[config.mk]
export PLATFORM = sky130hd
export DESIGN_NAME = qos_fifo_reader_flat
export DESIGN_NICKNAME = d
export VERILOG_FILES = /design/src/rtl/qos_fifo_reader_if.sv /design/src/rtl/qos_fifo_reader.sv /design/src/flat_wrapper.sv
export SDC_FILE = /design/constraint.sdc
export NUM_CORES = 1
export LEC_CHECK = 0
export CORE_ASPECT_RATIO = 1.5
export CORE_MARGIN = 2
export CORE_UTILIZATION = 44
export CTS_CLUSTER_SIZE = 14
export DETAILED_ROUTE_END_ITERATION = 16
export HOLD_SLACK_MARGIN = 0.12
export PLACE_DENSITY = 0.81
export SETUP_SLACK_MARGIN = 0.4
export SLEW_MARGIN = 20
export SYNTH_ARGS = -nofsm -noshare
export SYNTH_HDL_FRONTEND = slang
export SYNTH_SLANG_ARGS = --single-unit
[constraint.sdc]
create_clock -name clk -period 2 [get_ports clk]
set_input_delay 0.4 -clock clk [delete_from_list [all_inputs] [get_ports clk]]
set_output_delay 0.4 -clock clk [all_outputs]
set_load 0.02 [all_outputs]
[src/rtl/qos_fifo_reader_if.sv]
// Bundle of the FIFO-side and egress-side signals of the QoS drain reader.
// master: the reader itself. slave: the FIFOs, QoS FSM and egress link around it.
interface qos_fifo_reader_if #(
   parameter int NUM_FIFO = 4,
   parameter int DATA_W   = 8,
   parameter int CNT_W    = 4
);
   localparam int SEL_W = (NUM_FIFO > 1) ? $clog2(NUM_FIFO) : 1;

   logic                       active_in;
   logic [3:0]                 umbral_L;
   logic [3:0]                 umbral_H;
   logic [NUM_FIFO-1:0]        fifo_empty;
   logic [NUM_FIFO*CNT_W-1:0]  fifo_count;
   logic [NUM_FIFO*DATA_W-1:0] fifo_data;
   logic [NUM_FIFO-1:0]        pop;
   logic [NUM_FIFO-1:0]        pause;
   logic [DATA_W-1:0]          data_out;
   logic                       valid_out;
   logic [SEL_W-1:0]           sel_out;
   logic                       ready_in;

   modport master (
      input  active_in, umbral_L, umbral_H, fifo_empty, fifo_count, fifo_data, ready_in,
      output pop, pause, data_out, valid_out, sel_out
   );

   modport slave (
      output active_in, umbral_L, umbral_H, fifo_empty, fifo_count, fifo_data, ready_in,
      input  pop, pause, data_out, valid_out, sel_out
   );
endinterface

[src/rtl/qos_fifo_reader.sv]
// QoS drain reader: pops one class FIFO at a time (urgent-first round robin),
// captures the word one cycle later and holds it on a valid/ready output.
// Also drives per-FIFO pause backpressure with L/H hysteresis.
module qos_fifo_reader #(
   parameter int NUM_FIFO = 4,
   parameter int DATA_W   = 8,
   parameter int CNT_W    = 4
) (
   input logic               clk,
   input logic               reset,
   qos_fifo_reader_if.master bus
);
   localparam int SEL_W = (NUM_FIFO > 1) ? $clog2(NUM_FIFO) : 1;

   typedef enum logic [1:0] {S_IDLE, S_POP, S_CAPTURE, S_HOLD} state_t;

   state_t              state_q, state_d;
   logic [SEL_W-1:0]    grant_q, grant_d;
   logic [SEL_W-1:0]    rr_q, rr_d;
   logic [SEL_W-1:0]    sel_q, sel_d;
   logic [DATA_W-1:0]   data_q, data_d;
   logic                valid_q, valid_d;
   logic [NUM_FIFO-1:0] pause_q, pause_d;
   logic [NUM_FIFO-1:0] pop_c;
   logic [NUM_FIFO-1:0] eligible, urgent, req;
   logic [SEL_W-1:0]    arb_idx;
   logic                start;

   // First requester found searching upward from ptr+1, wrapping.
   function automatic logic [SEL_W-1:0] rr_pick(input logic [NUM_FIFO-1:0] r,
                                                input logic [SEL_W-1:0]    ptr);
      logic [SEL_W-1:0] pick;
      logic             found;
      int               idx;
      pick  = '0;
      found = 1'b0;
      for (int k = 1; k <= NUM_FIFO; k++) begin
         idx = (int'(ptr) + k) % NUM_FIFO;
         if (!found && r[idx]) begin
            found = 1'b1;
            pick  = SEL_W'(idx);
         end
      end
      return pick;
   endfunction

   // Paused FIFOs that still hold data pre-empt everything else.
   assign eligible = ~bus.fifo_empty;
   assign urgent   = eligible & pause_q;
   assign req      = (|urgent) ? urgent : eligible;
   assign arb_idx  = rr_pick(req, rr_q);
   assign start    = bus.active_in && (|eligible);

   // Pause hysteresis: set at/above H (wins), release at/below L, else hold.
   always_comb begin
      pause_d = pause_q;
      for (int i = 0; i < NUM_FIFO; i++) begin
         if (bus.fifo_count[i*CNT_W +: CNT_W] >= CNT_W'(bus.umbral_H))
            pause_d[i] = 1'b1;
         else if (bus.fifo_count[i*CNT_W +: CNT_W] <= CNT_W'(bus.umbral_L))
            pause_d[i] = 1'b0;
      end
   end

   // Transfer sequencing: grant -> pop -> capture -> hold until accepted.
   always_comb begin
      state_d = state_q;
      grant_d = grant_q;
      rr_d    = rr_q;
      sel_d   = sel_q;
      data_d  = data_q;
      valid_d = valid_q;
      pop_c   = '0;
      case (state_q)
         S_IDLE: begin
            if (start) begin
               state_d = S_POP;
               grant_d = arb_idx;
               rr_d    = arb_idx;
            end
         end
         S_POP: begin
            pop_c[grant_q] = 1'b1;
            state_d        = S_CAPTURE;
         end
         S_CAPTURE: begin
            data_d  = bus.fifo_data[int'(grant_q)*DATA_W +: DATA_W];
            sel_d   = grant_q;
            valid_d = 1'b1;
            state_d = S_HOLD;
         end
         S_HOLD: begin
            if (bus.ready_in) begin
               valid_d = 1'b0;
               if (start) begin
                  state_d = S_POP;
                  grant_d = arb_idx;
                  rr_d    = arb_idx;
               end else begin
                  state_d = S_IDLE;
               end
            end
         end
         default: state_d = S_IDLE;
      endcase
   end

   // State and datapath registers; reset drops any in-flight word.
   always_ff @(posedge clk or posedge reset) begin
      if (reset) begin
         state_q <= S_IDLE;
         grant_q <= '0;
         rr_q    <= SEL_W'(NUM_FIFO - 1);
         sel_q   <= '0;
         data_q  <= '0;
         valid_q <= 1'b0;
         pause_q <= '0;
      end else begin
         state_q <= state_d;
         grant_q <= grant_d;
         rr_q    <= rr_d;
         sel_q   <= sel_d;
         data_q  <= data_d;
         valid_q <= valid_d;
         pause_q <= pause_d;
      end
   end

   assign bus.pop       = pop_c;
   assign bus.pause     = pause_q;
   assign bus.data_out  = data_q;
   assign bus.valid_out = valid_q;
   assign bus.sel_out   = sel_q;
endmodule
[src/flat_wrapper.sv]
// flat-port wrapper written by rule: the top's interface ports become plain ports
module qos_fifo_reader_flat 
#(
   parameter int NUM_FIFO = 4,
   parameter int DATA_W   = 8,
   parameter int CNT_W    = 4
)
  (clk, reset, bus_active_in, bus_umbral_L, bus_umbral_H, bus_fifo_empty, bus_fifo_count, bus_fifo_data, bus_ready_in, bus_pop, bus_pause, bus_data_out, bus_valid_out, bus_sel_out);
  qos_fifo_reader_if #(.NUM_FIFO(NUM_FIFO), .DATA_W(DATA_W), .CNT_W(CNT_W)) bus_i ();
  input logic clk;
  input logic reset;
  input wire logic [$bits(bus_i.active_in)-1:0] bus_active_in;
  input wire logic [$bits(bus_i.umbral_L)-1:0] bus_umbral_L;
  input wire logic [$bits(bus_i.umbral_H)-1:0] bus_umbral_H;
  input wire logic [$bits(bus_i.fifo_empty)-1:0] bus_fifo_empty;
  input wire logic [$bits(bus_i.fifo_count)-1:0] bus_fifo_count;
  input wire logic [$bits(bus_i.fifo_data)-1:0] bus_fifo_data;
  input wire logic [$bits(bus_i.ready_in)-1:0] bus_ready_in;
  output wire logic [$bits(bus_i.pop)-1:0] bus_pop;
  output wire logic [$bits(bus_i.pause)-1:0] bus_pause;
  output wire logic [$bits(bus_i.data_out)-1:0] bus_data_out;
  output wire logic [$bits(bus_i.valid_out)-1:0] bus_valid_out;
  output wire logic [$bits(bus_i.sel_out)-1:0] bus_sel_out;
  assign bus_i.active_in = bus_active_in;
  assign bus_i.umbral_L = bus_umbral_L;
  assign bus_i.umbral_H = bus_umbral_H;
  assign bus_i.fifo_empty = bus_fifo_empty;
  assign bus_i.fifo_count = bus_fifo_count;
  assign bus_i.fifo_data = bus_fifo_data;
  assign bus_i.ready_in = bus_ready_in;
  assign bus_pop = bus_i.pop;
  assign bus_pause = bus_i.pause;
  assign bus_data_out = bus_i.data_out;
  assign bus_valid_out = bus_i.valid_out;
  assign bus_sel_out = bus_i.sel_out;
  qos_fifo_reader #(.NUM_FIFO(NUM_FIFO), .DATA_W(DATA_W), .CNT_W(CNT_W)) u_core (.clk(clk), .reset(reset), .bus(bus_i));
endmodule
## Word level (Yosys, flattened, before mapping)

Index checks and enable logic that the tools add are counted.
Widths: inputs -> output; s select.

| operators by class | value |
|---|---|
| add/subtract/negate cells | 4 |
| multipliers | 0 |
| divide/modulo/power cells | 0 |
| order comparisons | 14 |
| eq/ne operators | 5 |
| shifts and indexed selects | 1 |
| multiplexer cells | 43 |
| bitwise logic cells | 6 |
| reduce and logical (&&, ||, !) cells | 24 |

Operators with widths:

| operator | number |
|---|---|
| $shiftx 32x6->8 | 1 |
| $mux 1 | 22 |
| $mux 2 | 10 |
| $ge 4x4->1 | 4 |
| $le 4x4->1 | 4 |
| $lt 3x4->1 const B | 4 |
| $reduce_bool 2->1 | 6 |
| $bmux 1 s2 | 4 |
| $mux 4 | 2 |
| $pmux 2 s2 | 2 |
| $pmux 2 s4 | 1 |
| $reduce_or 2->1 | 4 |
| $reduce_or 4->1 | 2 |
| $reduce_and 2->1 | 3 |
| $logic_and 1x1->1 | 5 |
| $add 2x1->2 const B | 2 |
| $add 2x2->2 const B | 2 |
| $and 1x1->1 const A | 4 |
| $and 4x4->4 | 1 |
| $eq 2x2->1 const B | 2 |
| $not 4->4 | 1 |
| $logic_not 1->1 | 3 |
| $lt 2x3->1 const B | 1 |
| $demux 1 s2 | 1 |
| 6 further kinds | 6 |

| word-level totals | value |
|---|---|
| register bits after elaboration | 21 |
| latch bits | 0 |
| memory bits (writable) | 0 |
| bits in read-only memories | 0 |
| input bits | 64 |
| output and inout bits | 19 |
| word-level logic and storage cells | 107 |
| memories | 0 |

## Longest topological paths before layout

| logic depth | value |
|---|---|
| depth in word-level cells | 20 |
| gate-level depth with buffers | 7 |
| mapped depth without buffers | 7 |

## Least setup slack after synthesis

No wires, ideal clock.

| timing | value |
|---|---|
| path kind | reg2out |
| from | reg u_core.state_q[1] |
| to | out bus_pop[0] |
| arrival | 1,207 ps |
| required time | 1,600 ps |
| slack | 393 ps |
| stages on the path, launching flop included | 4 |
| buffers on the path | 0 |
| cell sequence | dfrtp_1 inv_1 ha_1 nor3b_1 |

| on the way | value |
|---|---|
| longest elaborated chain between the ends | 2 |

RTL lines:

| item | RTL line | RTL |
|---|---|---|
| from (decl) | qos_fifo_reader.sv:17 | `state_t state_q, state_d;` |
| from (signal assigned) | qos_fifo_reader.sv:119 | `state_q <= state_d;` |
| $eq 2x1->1 | qos_fifo_reader.sv:74 | `case (state_q)` |
| $mux 4 | qos_fifo_reader.sv:74 |  |
| to (decl) | flat_wrapper.sv:19 | `output wire logic [$bits(bus_i.pop)-1:0] bus_pop;` |

Every way passes these cells.

## Worst setup path after layout

| timing | value |
|---|---|
| from | reg u_core.state_q[1] |
| to | reg u_core.grant_q[0] |

| on the way | value |
|---|---|
| longest elaborated chain between the ends | 3 |
| elaborated cells on any way between the ends | 6 |
| those cells by class | 2 x eq/ne; 1 x mux; 3 x reduce/logical |

RTL lines:

| item | RTL line | RTL |
|---|---|---|
| $eq 2x2->1 / $logic_not 2->1 (equally long branches) | qos_fifo_reader.sv:74 |  |
| $ne 2x2->1 (no line) / $reduce_bool 2->1 (equally long branches) | -- |  |
| $reduce_and 2->1 (no line) | -- |  |
| to (signal assigned) | qos_fifo_reader.sv:120 | `grant_q <= grant_d;` |
| to (decl) | qos_fifo_reader.sv:18 | `logic [SEL_W-1:0] grant_q, grant_d;` |

Parallel ways exist; a longest one is shown, timed or not.
A chain may end at the register's enable or synchronous reset.

==> flow_metrics.py <==
metrics = {
    "worst_setup_path": {
        "worst-path-stages": 7,
        "end_kind": "register",
        "critPathMaxStageDelay_ns": 0.40,
        "cp.required_ns": 2.15,
        "cp_max_fo": 3,
        "cpMaxStageDelayCell": "dfrtp_1",
        "critPathLaunchType": "register",
        "cp_top_family": "flip-flops",
        "arrival_ns": 1.82,
        "crit_chain": "buf_6 -> ha_4 -> mux2_4 -> nand3_4 -> nor2_2 -> o221a_1 -> a221o_1",
        "r2r_cells": 7,
        "crit_buf_inv": 1,
        "critPathKind": "reg -> reg",
    },
    "synthesis": {
        "syn_inst": 204,
        "post-synth-top-area-fraction_pct": 23.10,
        "yosysSeqAreaShare_pct": 25.65,
        "synth_fp_nets": 305,
        "synth-seq-cells": 21,
        "ys.warnings.count": 0,
        "synthArstFlopShare_pct": 100.0,
        "ys_top_cells_by_area": "dfrtp_1 23%, ha_1 22%, mux4_2 8.8%",
        "syn_area_um2": 2058,
        "synth_top_cell_by_area": "dfrtp_1",
        "syn_area_per_cell_um2": 10.09,
        "yosysMostFrequentCell": "ha_1",
        "synth_ff_type": "dfrtp_1",
        "synth_edf_count": 0,
        "yosys-top-cells-count": "37 x ha_1, 20 x inv_1, 19 x dfrtp_1",
        "synth_cell_types": 43,
    },
    "floorplan": {
        "dieArea_um2": 5252,
        "die_w_um": 59.85,
        "fp-row-count": 30,
        "initial_core_util_pct": 45.69,
        "die_y_um": 87.77,
        "core_um2": 4504,
        "io_pins": 83,
    },
    "clock_network": {
        "clk_root_buffer_cell": "clkbuf_8",
        "clk-insertion-delay-late_ns": 0.26,
        "cts.sinks": 21,
        "clk_pin_slew_worst_paths_ns": 0.08,
        "cts_buffers": 3,
        "htreeDepth": 1,
        "cts_tree": "yes",
        "clockBufferDepth": 2,
    },
    "routing": {
        "wl_per_cell_um": 17.20,
        "drt-vias-per-instance": 5.799,
        "wirelength_um": 6073,
        "drt-pass1-iter-count": 4,
        "final_antenna_net_count": 0,
        "dr_total_vias": 2047,
        "drt_iter0_drc": 34,
        "route.detailed.drc": 0,
    },
    "run_status": {
        "status": "complete, no violations",
    },
    "job": {
        "drv_cap": 0,
    },
    "grt": {
        "grt_pass1_vias": 2142,
        "grt.overflow.total": 0,
        "grt_pass1_wl_um": 8970,
        "grt_usage_pct": 22.19,
        "antenna_found_initial": 0,
        "grt_max_degree": 22,
    },
    "timing": {
        "worst_pin_slew_ns": 0.5105,
        "setup_ws_ns": 0.3374,
        "report.final.hold_viol_count": 0,
        "layout_worst_path_cycle_share_pct": 83.13,
        "min_period_ns": 1.663,
        "clock.fmax_mhz": 601.5,
        "maxSlewHeadroom_pct": 65.96,
        "clock_skew_ns": 0.008406,
        "rsz0062_at_grt": "true",
        "tns_ns": 0,
        "report.final.setup_viol": 0,
        "slew_violations": 0,
    },
    "power_and_ir_drop": {
        "power_density_nw_per_um2": 911.4,
        "p_leak_nw": 1.539,
        "p_total_mw": 3.047,
        "ir_drop_mv": 0.3205,
    },
    "finish": {
        "syn_to_final_growth_pct": 62.43,
        "insertedDiodeCount": 0,
        "nets": 407,
        "drive_above_1_share_pct": 31.80,
        "fillerInstances": 341,
    },
    "place": {
        "portBuffers": 82,
        "place_ws_ns": -0.07979,
        "gp_congestion": 0.8558,
        "dp_hpwl_um": 4566,
    },
    "worst_hold_path": {
        "hold_path.class": "in -> async",
    },
}
## cells by family after synthesis
family	after synthesis	synth area share [%]
AOI/OAI and AO/OA	52	17.08
adders and majority gates	38	23.04
buffers and inverters	24	4.802
DFF	21	25.65
muxes	19	14.77
and+or+nand+nor	50	14.65
## cell usage in the layout (no fill, tap or decap), drive strengths merged, types with 8 or more instances in the layout
cell            n
a21o            8
a21oi          12
buf            23
clkdlybuf4s50  49
dfrtp          19
dlygate4sd2    26
ha             37
inv            20
mux2           11
mux4            8
nand2           9
nand2b         11
nor2b          10
o21ai          11
## stage by stage
step	instances	hold WS [ns]	utilization [%]	area [um2]
floorplan	204	0.3750	-	2063
global placement	342	0.4874	66.83	3010
detailed placement	342	0.4945	66.83	3010
CTS	348	0.4767	70.81	3189
global route	353	0.5103	74.22	3343
finish	353	0.4593	74.22	3343
## path summary, 6_finish.rpt
| check | startpoint | endpoint | slack, ns |
|---|---|---|---|
| worst min register to register | u_core.bus.sel_out[1]$_DFFE_PP0P_ | u_core.bus.sel_out[1]$_DFFE_PP0P_ | 0.50 |
| worst max-delay path | u_core.state_q[1]$_DFFE_PP0P_ | u_core.grant_q[0]$_DFFE_PP0P_ | 0.34 |
| worst max register to register | u_core.state_q[1]$_DFFE_PP0P_ | u_core.grant_q[0]$_DFFE_PP0P_ | 0.34 |
| worst min-delay path | reset | u_core.bus.data_out[1]$_DFFE_PP0P_ | 0.46 |
| min in group clk | u_core.bus.sel_out[1]$_DFFE_PP0P_ | u_core.bus.sel_out[1]$_DFFE_PP0P_ | 0.50 |
| max in group asynchronous | reset | u_core.rr_q[0]$_DFFE_PP1P_ | 1.26 |
## timing repair
item                                    CTS  global route
setup buffers                             2             5
hold endpoints to repair                  0             0
hold buffers                              0             0
gates cloned                              0             0
gates resized for setup                  82            31
endpoints found under the setup margin   28            24
pin swaps                                10             5
## worst min-delay path: cells and delay by family
family                 cells  cell delay (ns)
buffers and inverters      3             0.70
## state kept, by name (all words and copies together) (netlist names)
| register | cells |
|---|---|
| u_core.bus.data_out | 8 |
| u_core.rr_q | 2 |
| u_core.state_q | 2 |
| u_core.bus.sel_out | 2 |
| u_core.bus.valid_out | 1 |
| u_core.bus.pause | 4 |
| u_core.grant_q | 2 |
## final cells by class
| cell class | count | area [um2] | share of cell area [%] |
|---|---|---|---|
| Timing Repair Buffer | 101 | 947.2 | 28.33 |
| Sequential cell | 21 | 531.8 | 15.91 |
| Clock buffer | 4 | 45.04 | 1.347 |
| Inverter | 20 | 77.57 | 2.320 |
| Multi-Input combinational cell | 159 | 1682 | 50.30 |
| Tap cell | 48 | 60.06 | 1.796 |
## layer usage
metal	up-vias	routed length [um]	part of all wire [%]	track usage (%)
met2	100	3368	55	45.06
met1	962	2135	35	20.20
met4	0	121	2.0	9.091
met3	12	447	7.4	3.988
li1	973	-	-	-
met5	-	0	0	0
## power breakdown
group          total (mW)  switching, mW  leakage [nW]  internal (mW)
clock               0.282          0.140        0.0228          0.142
combinational        1.95          0.909          1.28           1.04
sequential          0.818          0.185         0.240          0.633
total                3.05           1.23          1.54           1.81
No activity file was read; power rests on OpenSTA's default activity.
